**src/rtl/ascon_absorb_stage_if.sv**
```systemverilog
// Handshake bundle for the Ascon absorb/key-injection stage: command, data-block and result channels.
// valid/ready: a transfer happens on a rising clock edge where both are high; the sender holds valid and payload steady until then.
interface ascon_absorb_stage_if #(
  parameter int RATE_W = 64,
  parameter int NB_W   = $clog2(RATE_W / 8) + 1
);
  typedef logic [4:0][63:0] type_state;  // [0] = x0 ... [4] = x4

  logic              cmd_valid_i;
  logic              cmd_ready_o;
  logic [1:0]        mode_i;
  logic              decrypt_i;
  logic              dsep_i;
  logic [127:0]      key_i;
  type_state         registerS_i;
  logic [RATE_W-1:0] data_i;
  logic              data_valid_i;
  logic              data_ready_o;
  logic              data_last_i;
  logic [NB_W-1:0]   data_bytes_i;
  type_state         registerS_o;
  logic              state_valid_o;
  logic              state_ready_i;
  logic [RATE_W-1:0] text_o;
  logic              pad_pending_o;

  modport slave (
    input  cmd_valid_i, mode_i, decrypt_i, dsep_i, key_i, registerS_i,
    input  data_i, data_valid_i, data_last_i, data_bytes_i, state_ready_i,
    output cmd_ready_o, data_ready_o, registerS_o, state_valid_o, text_o, pad_pending_o
  );

  modport master (
    output cmd_valid_i, mode_i, decrypt_i, dsep_i, key_i, registerS_i,
    output data_i, data_valid_i, data_last_i, data_bytes_i, state_ready_i,
    input  cmd_ready_o, data_ready_o, registerS_o, state_valid_o, text_o, pad_pending_o
  );
endinterface

```
**src/rtl/ascon_absorb_stage.sv**
```systemverilog
// Registered Ascon state-injection stage: encrypt/decrypt absorb with 10* padding, deferred pad block,
// key injection at init/final and domain separation, sitting between the state register and the permutation.
module ascon_absorb_stage #(
  parameter int RATE_W = 64,
  parameter int NB_W   = $clog2(RATE_W / 8) + 1
) (
  input  logic                 clock_i,
  input  logic                 resetb_i,
  ascon_absorb_stage_if.slave  bus,
  output logic [1:0]           state_dbg
);
  localparam int NBYTES = RATE_W / 8;
  localparam int RWORDS = RATE_W / 64;

  localparam logic [1:0] MODE_PASS      = 2'b00;
  localparam logic [1:0] MODE_ABSORB    = 2'b01;
  localparam logic [1:0] MODE_FINAL_KEY = 2'b10;
  localparam logic [1:0] MODE_INIT_KEY  = 2'b11;

  localparam logic [RATE_W-1:0] PAD_FIRST = {8'h80, {(RATE_W - 8){1'b0}}};

  typedef logic [4:0][63:0] state_t;
  typedef enum logic [1:0] {
    S_IDLE      = 2'd0,
    S_WAIT_DATA = 2'd1,
    S_OUT       = 2'd2
  } fsm_t;

  if (RATE_W != 64 && RATE_W != 128) begin : g_bad_rate
    $error("ascon_absorb_stage: RATE_W must be 64 or 128");
  end

  fsm_t              state_q, state_d;
  logic              cmd_fire, data_fire, go_wait, load_out;

  state_t            st_q;
  logic [1:0]        mode_q;
  logic              dec_q, dsep_q, pend_q;
  logic [127:0]      key_q;
  state_t            out_q;
  logic [RATE_W-1:0] text_q;

  logic              in_wait;
  state_t            op_st;
  logic [1:0]        op_mode;
  logic              op_dec, op_dsep;
  logic [127:0]      op_key;

  logic [NB_W-1:0]   n_sat, n_eff;
  logic [RATE_W-1:0] mask, pad, rate, res_rate, res_text;
  state_t            res_st;
  logic              res_pend;

  // ---------------- control FSM ----------------
  always_ff @(posedge clock_i or negedge resetb_i) begin
    if (!resetb_i) state_q <= S_IDLE;
    else           state_q <= state_d;
  end

  always_comb begin
    state_d           = state_q;
    bus.cmd_ready_o   = 1'b0;
    bus.data_ready_o  = 1'b0;
    bus.state_valid_o = 1'b0;
    cmd_fire          = 1'b0;
    data_fire         = 1'b0;
    go_wait           = 1'b0;
    unique case (state_q)
      S_IDLE: begin
        bus.cmd_ready_o = 1'b1;
        if (bus.cmd_valid_i) begin
          cmd_fire = 1'b1;
          // A pending pad block is emitted without asking for data.
          go_wait  = (bus.mode_i == MODE_ABSORB) && !pend_q;
          state_d  = go_wait ? S_WAIT_DATA : S_OUT;
        end
      end
      S_WAIT_DATA: begin
        bus.data_ready_o = 1'b1;
        if (bus.data_valid_i) begin
          data_fire = 1'b1;
          state_d   = S_OUT;
        end
      end
      S_OUT: begin
        bus.state_valid_o = 1'b1;
        if (bus.state_ready_i) state_d = S_IDLE;
      end
      default: state_d = S_IDLE;
    endcase
  end

  assign load_out  = (cmd_fire && !go_wait) || data_fire;
  assign state_dbg = state_q;

  // ---------------- operand selection ----------------
  // Commands that finish at accept use the live inputs; data absorbs use the captured copy.
  assign in_wait = (state_q == S_WAIT_DATA);
  assign op_st   = in_wait ? st_q   : bus.registerS_i;
  assign op_mode = in_wait ? mode_q : bus.mode_i;
  assign op_dec  = in_wait ? dec_q  : bus.decrypt_i;
  assign op_dsep = in_wait ? dsep_q : bus.dsep_i;
  assign op_key  = in_wait ? key_q  : bus.key_i;

  // ---------------- byte mask and pad ----------------
  assign n_sat = (bus.data_bytes_i > NB_W'(NBYTES)) ? NB_W'(NBYTES) : bus.data_bytes_i;
  assign n_eff = bus.data_last_i ? n_sat : NB_W'(NBYTES);

  always_comb begin
    mask = '0;
    pad  = '0;
    for (int i = 0; i < NBYTES; i++) begin
      if (NB_W'(i) < n_eff) mask[RATE_W-1-8*i -: 8] = 8'hFF;
      if (bus.data_last_i && (NB_W'(i) == n_eff)) pad[RATE_W-1-8*i -: 8] = 8'h80;
    end
  end

  always_comb begin
    rate = '0;
    for (int w = 0; w < RWORDS; w++) rate[RATE_W-1-64*w -: 64] = op_st[w];
  end

  // ---------------- state update ----------------
  always_comb begin
    res_rate = rate;
    res_text = '0;
    res_st   = op_st;
    res_pend = pend_q;
    unique case (op_mode)
      MODE_PASS: ;
      MODE_ABSORB: begin
        if (!in_wait) begin
          res_rate = rate ^ PAD_FIRST;
          res_pend = 1'b0;
        end else begin
          if (op_dec) begin
            res_text = (rate ^ bus.data_i) & mask;
            res_rate = (bus.data_i & mask) | ((rate & ~mask) ^ pad);
          end else begin
            res_rate = rate ^ (bus.data_i & mask) ^ pad;
            res_text = res_rate & mask;
          end
          // A full final block has no room for the pad byte; it is owed as a separate block.
          res_pend = bus.data_last_i && (n_eff == NB_W'(NBYTES));
        end
      end
      MODE_FINAL_KEY: begin
        res_st[RWORDS]     = op_st[RWORDS] ^ op_key[127:64];
        res_st[RWORDS + 1] = op_st[RWORDS + 1] ^ op_key[63:0];
      end
      MODE_INIT_KEY: begin
        res_st[3] = op_st[3] ^ op_key[127:64];
        res_st[4] = op_st[4] ^ op_key[63:0];
        res_pend  = 1'b0;
      end
      default: ;
    endcase
    for (int w = 0; w < RWORDS; w++) res_st[w] = res_rate[RATE_W-1-64*w -: 64];
    res_st[4][0] = res_st[4][0] ^ op_dsep;
  end

  // ---------------- registers ----------------
  always_ff @(posedge clock_i or negedge resetb_i) begin
    if (!resetb_i) begin
      st_q   <= '0;
      mode_q <= MODE_PASS;
      dec_q  <= 1'b0;
      dsep_q <= 1'b0;
      key_q  <= '0;
      pend_q <= 1'b0;
      out_q  <= '0;
      text_q <= '0;
    end else begin
      if (cmd_fire) begin
        st_q   <= bus.registerS_i;
        mode_q <= bus.mode_i;
        dec_q  <= bus.decrypt_i;
        dsep_q <= bus.dsep_i;
        key_q  <= bus.key_i;
      end
      if (load_out) begin
        out_q  <= res_st;
        text_q <= res_text;
        pend_q <= res_pend;
      end
    end
  end

  assign bus.registerS_o   = out_q;
  assign bus.text_o        = text_q;
  assign bus.pad_pending_o = pend_q;
endmodule
```
**src/flat_wrapper.sv**
```systemverilog
// flat-port wrapper written by rule: the top's interface ports become plain ports
module ascon_absorb_stage_flat 
#(
  parameter int RATE_W = 64,
  parameter int NB_W   = $clog2(RATE_W / 8) + 1
)
  (clock_i, resetb_i, state_dbg, bus_cmd_valid_i, bus_mode_i, bus_decrypt_i, bus_dsep_i, bus_key_i, bus_registerS_i, bus_data_i, bus_data_valid_i, bus_data_last_i, bus_data_bytes_i, bus_state_ready_i, bus_cmd_ready_o, bus_data_ready_o, bus_registerS_o, bus_state_valid_o, bus_text_o, bus_pad_pending_o);
  ascon_absorb_stage_if #(.RATE_W(RATE_W), .NB_W(NB_W)) bus_i ();
  input  logic clock_i;
  input  logic resetb_i;
  output logic [1:0] state_dbg;
  input wire logic [$bits(bus_i.cmd_valid_i)-1:0] bus_cmd_valid_i;
  input wire logic [$bits(bus_i.mode_i)-1:0] bus_mode_i;
  input wire logic [$bits(bus_i.decrypt_i)-1:0] bus_decrypt_i;
  input wire logic [$bits(bus_i.dsep_i)-1:0] bus_dsep_i;
  input wire logic [$bits(bus_i.key_i)-1:0] bus_key_i;
  input wire logic [$bits(bus_i.registerS_i)-1:0] bus_registerS_i;
  input wire logic [$bits(bus_i.data_i)-1:0] bus_data_i;
  input wire logic [$bits(bus_i.data_valid_i)-1:0] bus_data_valid_i;
  input wire logic [$bits(bus_i.data_last_i)-1:0] bus_data_last_i;
  input wire logic [$bits(bus_i.data_bytes_i)-1:0] bus_data_bytes_i;
  input wire logic [$bits(bus_i.state_ready_i)-1:0] bus_state_ready_i;
  output wire logic [$bits(bus_i.cmd_ready_o)-1:0] bus_cmd_ready_o;
  output wire logic [$bits(bus_i.data_ready_o)-1:0] bus_data_ready_o;
  output wire logic [$bits(bus_i.registerS_o)-1:0] bus_registerS_o;
  output wire logic [$bits(bus_i.state_valid_o)-1:0] bus_state_valid_o;
  output wire logic [$bits(bus_i.text_o)-1:0] bus_text_o;
  output wire logic [$bits(bus_i.pad_pending_o)-1:0] bus_pad_pending_o;
  assign bus_i.cmd_valid_i = bus_cmd_valid_i;
  assign bus_i.mode_i = bus_mode_i;
  assign bus_i.decrypt_i = bus_decrypt_i;
  assign bus_i.dsep_i = bus_dsep_i;
  assign bus_i.key_i = bus_key_i;
  assign bus_i.registerS_i = bus_registerS_i;
  assign bus_i.data_i = bus_data_i;
  assign bus_i.data_valid_i = bus_data_valid_i;
  assign bus_i.data_last_i = bus_data_last_i;
  assign bus_i.data_bytes_i = bus_data_bytes_i;
  assign bus_i.state_ready_i = bus_state_ready_i;
  assign bus_cmd_ready_o = bus_i.cmd_ready_o;
  assign bus_data_ready_o = bus_i.data_ready_o;
  assign bus_registerS_o = bus_i.registerS_o;
  assign bus_state_valid_o = bus_i.state_valid_o;
  assign bus_text_o = bus_i.text_o;
  assign bus_pad_pending_o = bus_i.pad_pending_o;
  ascon_absorb_stage #(.RATE_W(RATE_W), .NB_W(NB_W)) u_core (.clock_i(clock_i), .resetb_i(resetb_i), .bus(bus_i), .state_dbg(state_dbg));
endmodule
```
**config.mk**
```make
export PLATFORM = sky130hd
export DESIGN_NAME = ascon_absorb_stage_flat
export DESIGN_NICKNAME = d
export VERILOG_FILES = /design/src/rtl/ascon_absorb_stage_if.sv /design/src/rtl/ascon_absorb_stage.sv /design/src/flat_wrapper.sv
export SDC_FILE = /design/constraint.sdc
export NUM_CORES = 2
export LEC_CHECK = 0
export CORE_AREA = 4 4 351 353
export CTS_BUF_LIST = sky130_fd_sc_hd__clkbuf_8
export DETAILED_ROUTE_END_ITERATION = 16
export DIE_AREA = 0 0 355 357
export PLACE_DENSITY = 0.7
export SLEW_MARGIN = 20
export SYNTH_ARGS = -nofsm -noshare
export SYNTH_HDL_FRONTEND = slang
export SYNTH_SLANG_ARGS = --single-unit
```
**constraint.sdc**
```tcl
create_clock -name clock_i -period 2.65 [get_ports clock_i]
set_input_delay 0.795 -clock clock_i [delete_from_list [all_inputs] [get_ports clock_i]]
set_output_delay 0.795 -clock clock_i [all_outputs]
set_load 0.05 [all_outputs]
```
==> run summary <==
CTS tree - done
CP max stage cell - clkdlybuf4s15_1
DR vias/cell - 5.09
Worst Path Buf+Inv - 1
reg-to-reg startpoint - u_core.state_dbg[0]
Seq/Total Area, Yosys - 0.500
crit share post-route - 0.977
Final HPWL DP - 122000 µm
Placement Cell Area - 54600 µm²
critical path type - register to output pin
reg2reg end - u_core.bus.registerS_o[235]
htree depth - 4
Post-synth EDFFs - 0
grt ovf - 0
I/O pins - 916
Die Y - 357 µm
PwrDens - 876 nW/µm²
number of remaining DRC errors - 0
vias in the first global route - 38100
Gate Count Post-Synth - 4667
warnings from Yosys - 0
CP Depth - 1
final hold viol count - 0
Final Instance Area - 57800 µm²
IO Port Bufs - 915
Crit. End Element - output pin
Setup-failing EPs final - 0
total clock sinks - 839
Rel. slew slack - 0.362
Initial Util - 0.350
layout cells sized above 1 - 0.116
initial antenna violation count - 51
die area - 127000 µm²
WL final - 162000 µm
Cell variety after synth - 72
fin crit period - 2.59 ns
Worst Tran Pin Value - 0.930 ns
largest net degree at the start of global routing - 135
via count - 38100
top cell family by delay on the critical path - buffers and inverters
syn avg cell area - 8.99 µm²
CTS root buf - clkbuf_8
TritonCTS buffer count - 152
setup ws final - 0.0620 ns
Final ANT Viol Nets - 0
Final Net Count - 6253
Worst Path Arrival - 1.79 ns
Max IR drop VDD - 0.000647 V
Iter 0 DRT Violations - 3218
Initial DRT Pass Iterations - 6
Setup Skew - 0.0358 ns
GP Congestion - 0.917
core footprint - 120000 µm²
Worst setup startpoint - u_core.bus.registerS_o[19]
status - finished, final reports clean
ys flop type - dfrtp_1
worst r2r path cells - 8
routed wire length per instance - 21.6 µm
pre-CTS setup slack - -0.305 ns
CP Max Fanout - 2
clock slew at reported path FFs - 0.06 ns
worst path cell trace - clkdlybuf4s15_1
Synth area leaders - dfrtp_1 (50%), nand2_1 (15%), mux2i_1 (11%), xor2_1 (5.4%), o21ai_0 (3.9%)
HP Class - register to register
share of Yosys cell area claimed by the top area cell type - 0.500
Slew Viols, Final - 0
Total GRT Usage - 0.247
leading area contributor after synthesis - dfrtp_1
asr flop ratio synth - 1.00
Die W - 355 µm
Critical Path Max Stage Delay - 0.53 ns
Critical Path RT - 1.86 ns
Final Power - 50600 µW
worst skew pair latency - 0.85 ns
R2R setup slack - 0.11 ns
Area growth syn-to-layout - 37.7%
Leak - 0.0282 µW
CP startpoint kind - register
Mapped Nets - 5193
Synth Register Bits - 839
first-pass GRT wire length - 239000 µm
Mapped Area - 42000 µm²
std cell rows - 127
fill count - 11300
CP endpoint - bus_registerS_o[19]
Max-cap violations - 0
Max Root-Sink Buffers - 3
Achievable Freq - 0.386 GHz
## flip-flops by register name (all words and copies together), names as in the netlist
signal,flops
u_core.key_q,128
u_core.bus.text_o,64
u_core.dec_q,1
u_core.bus.registerS_o,320
u_core.st_q,320
u_core.mode_q,2
u_core.bus.pad_pending_o,1
u_core.dsep_q,1
u_core.state_dbg,2
## kinds of logic (layout without fill, tap and decap cells)
kind of cell / after synthesis / count (layout) / synth area share
and+or+nand+nor: 2114 / 2114 / 0.196
DFF: 839 / 839 / 0.500
AOI/OAI and AO/OA: 633 / 633 / 0.0947
muxes: 444 / 444 / 0.106
xor gates and xnor gates: 326 / 326 / 0.0681
buffers and inverters: 311 / 1483 / 0.0349
other: 0 / 34 / 0
## through the flow
step           utilization  instances  hold WS, ns  setup TNS [ns]
3_5_place_dp         0.456       7180        0.461          -68.46
3_3_place_gp         0.456       7180        0.456          -59.06
2_1_floorplan            -       4667        0.445               0
4_1_cts              0.481       7450        0.365        -0.00836
6_report             0.482       7485        0.471               0
5_1_grt              0.482       7466        0.411        -0.00491
## routing by layer
metal | GRT usage | routed length (µm) | vias to the layer above
li1 | - | - | 17600
met1 | 0.298 | 62900 | 18500
met2 | 0.407 | 77000 | 1617
met3 | 0.0763 | 14300 | 373
met4 | 0.113 | 7110 | 40
met5 | 0 | 266 | -
## report_power, final
part | leakage, µW | internal (µW) | total, µW | switching [µW]
Clock | 0.00176 | 6960 | 12600 | 5680
Sequential | 0.0104 | 16400 | 19000 | 2590
Combinational | 0.0160 | 5910 | 18900 | 13000
## repair_timing
item / in CTS / in global routing
cloned: 1 / 0
gates resized for setup: 627 / 13
buffers inserted: 3 / 1
pin swaps: 0 / 0
endpoints found under the hold margin: 13 / 0
endpoints found under the setup margin: 359 / 13
hold buffers: 1 / 0
## how the worst min path moves through the flow
stage	start	to	slack (ns)	cells past startpoint
2_1_floorplan	u_core.key_q[100]	u_core.key_q[100]	0.44	2
3_3_place_gp	u_core.key_q[16]	u_core.key_q[16]	0.46	2
3_5_place_dp	u_core.key_q[90]	u_core.key_q[90]	0.46	2
4_1_cts	resetb_i	u_core.bus.registerS_o[126]	0.36	2
5_1_grt	resetb_i	u_core.bus.registerS_o[126]	0.41	2
6_report	u_core.st_q[301]	u_core.st_q[301]	0.47	2
## layout by cell type, fill, tap and decap left out, types with 12 or more instances in the layout
cell and count:
nand2_1 1677, dfrtp_1 838, clkdlybuf4s50_1 524, mux2i_1 442, o21ai_0 329, nor2_1 318
buf_4 267, xor2_1 258, clkbuf_8 195, dlygate4sd2_1 178, clkdlybuf4s15_2 91, clkdlybuf4s15_1 81
xnor2_1 68, buf_12 59, inv_1 53, a22o_1 50, a21oi_1 42, nand3_1 42
diode_2 34, a31oi_1 25, o211ai_1 23, o22ai_1 19, a22oi_1 17, and2_1 14
nor3_1 12, a211oi_1 12
## synthesized netlist by cell type (all sizes together) (28+ instances only)
master	count
a21oi	45
a22o	50
a31oi	28
buf	169
clkbuf	136
dfrtp	839
mux2i	442
nand2	1677
nand3	42
nor2	321
o21ai	333
xnor2	68
xor2	258
## final cells by class
type | count | area, µm² | area share
multi-input cells | 3517 | 19600 | 0.339
diodes | 34 | 85.1 | 0.00147
flip-flops and latches | 839 | 21000 | 0.364
clock inverters | 71 | 428 | 0.00741
repair buffers | 1210 | 11900 | 0.206
inverters | 6 | 38.8 | 0.000672
clock buffers | 195 | 2680 | 0.0465
well taps | 1612 | 2020 | 0.0349
repair inverters | 1 | 8.76 | 0.000152
Note: power is estimated with default switching activity, not from simulation.
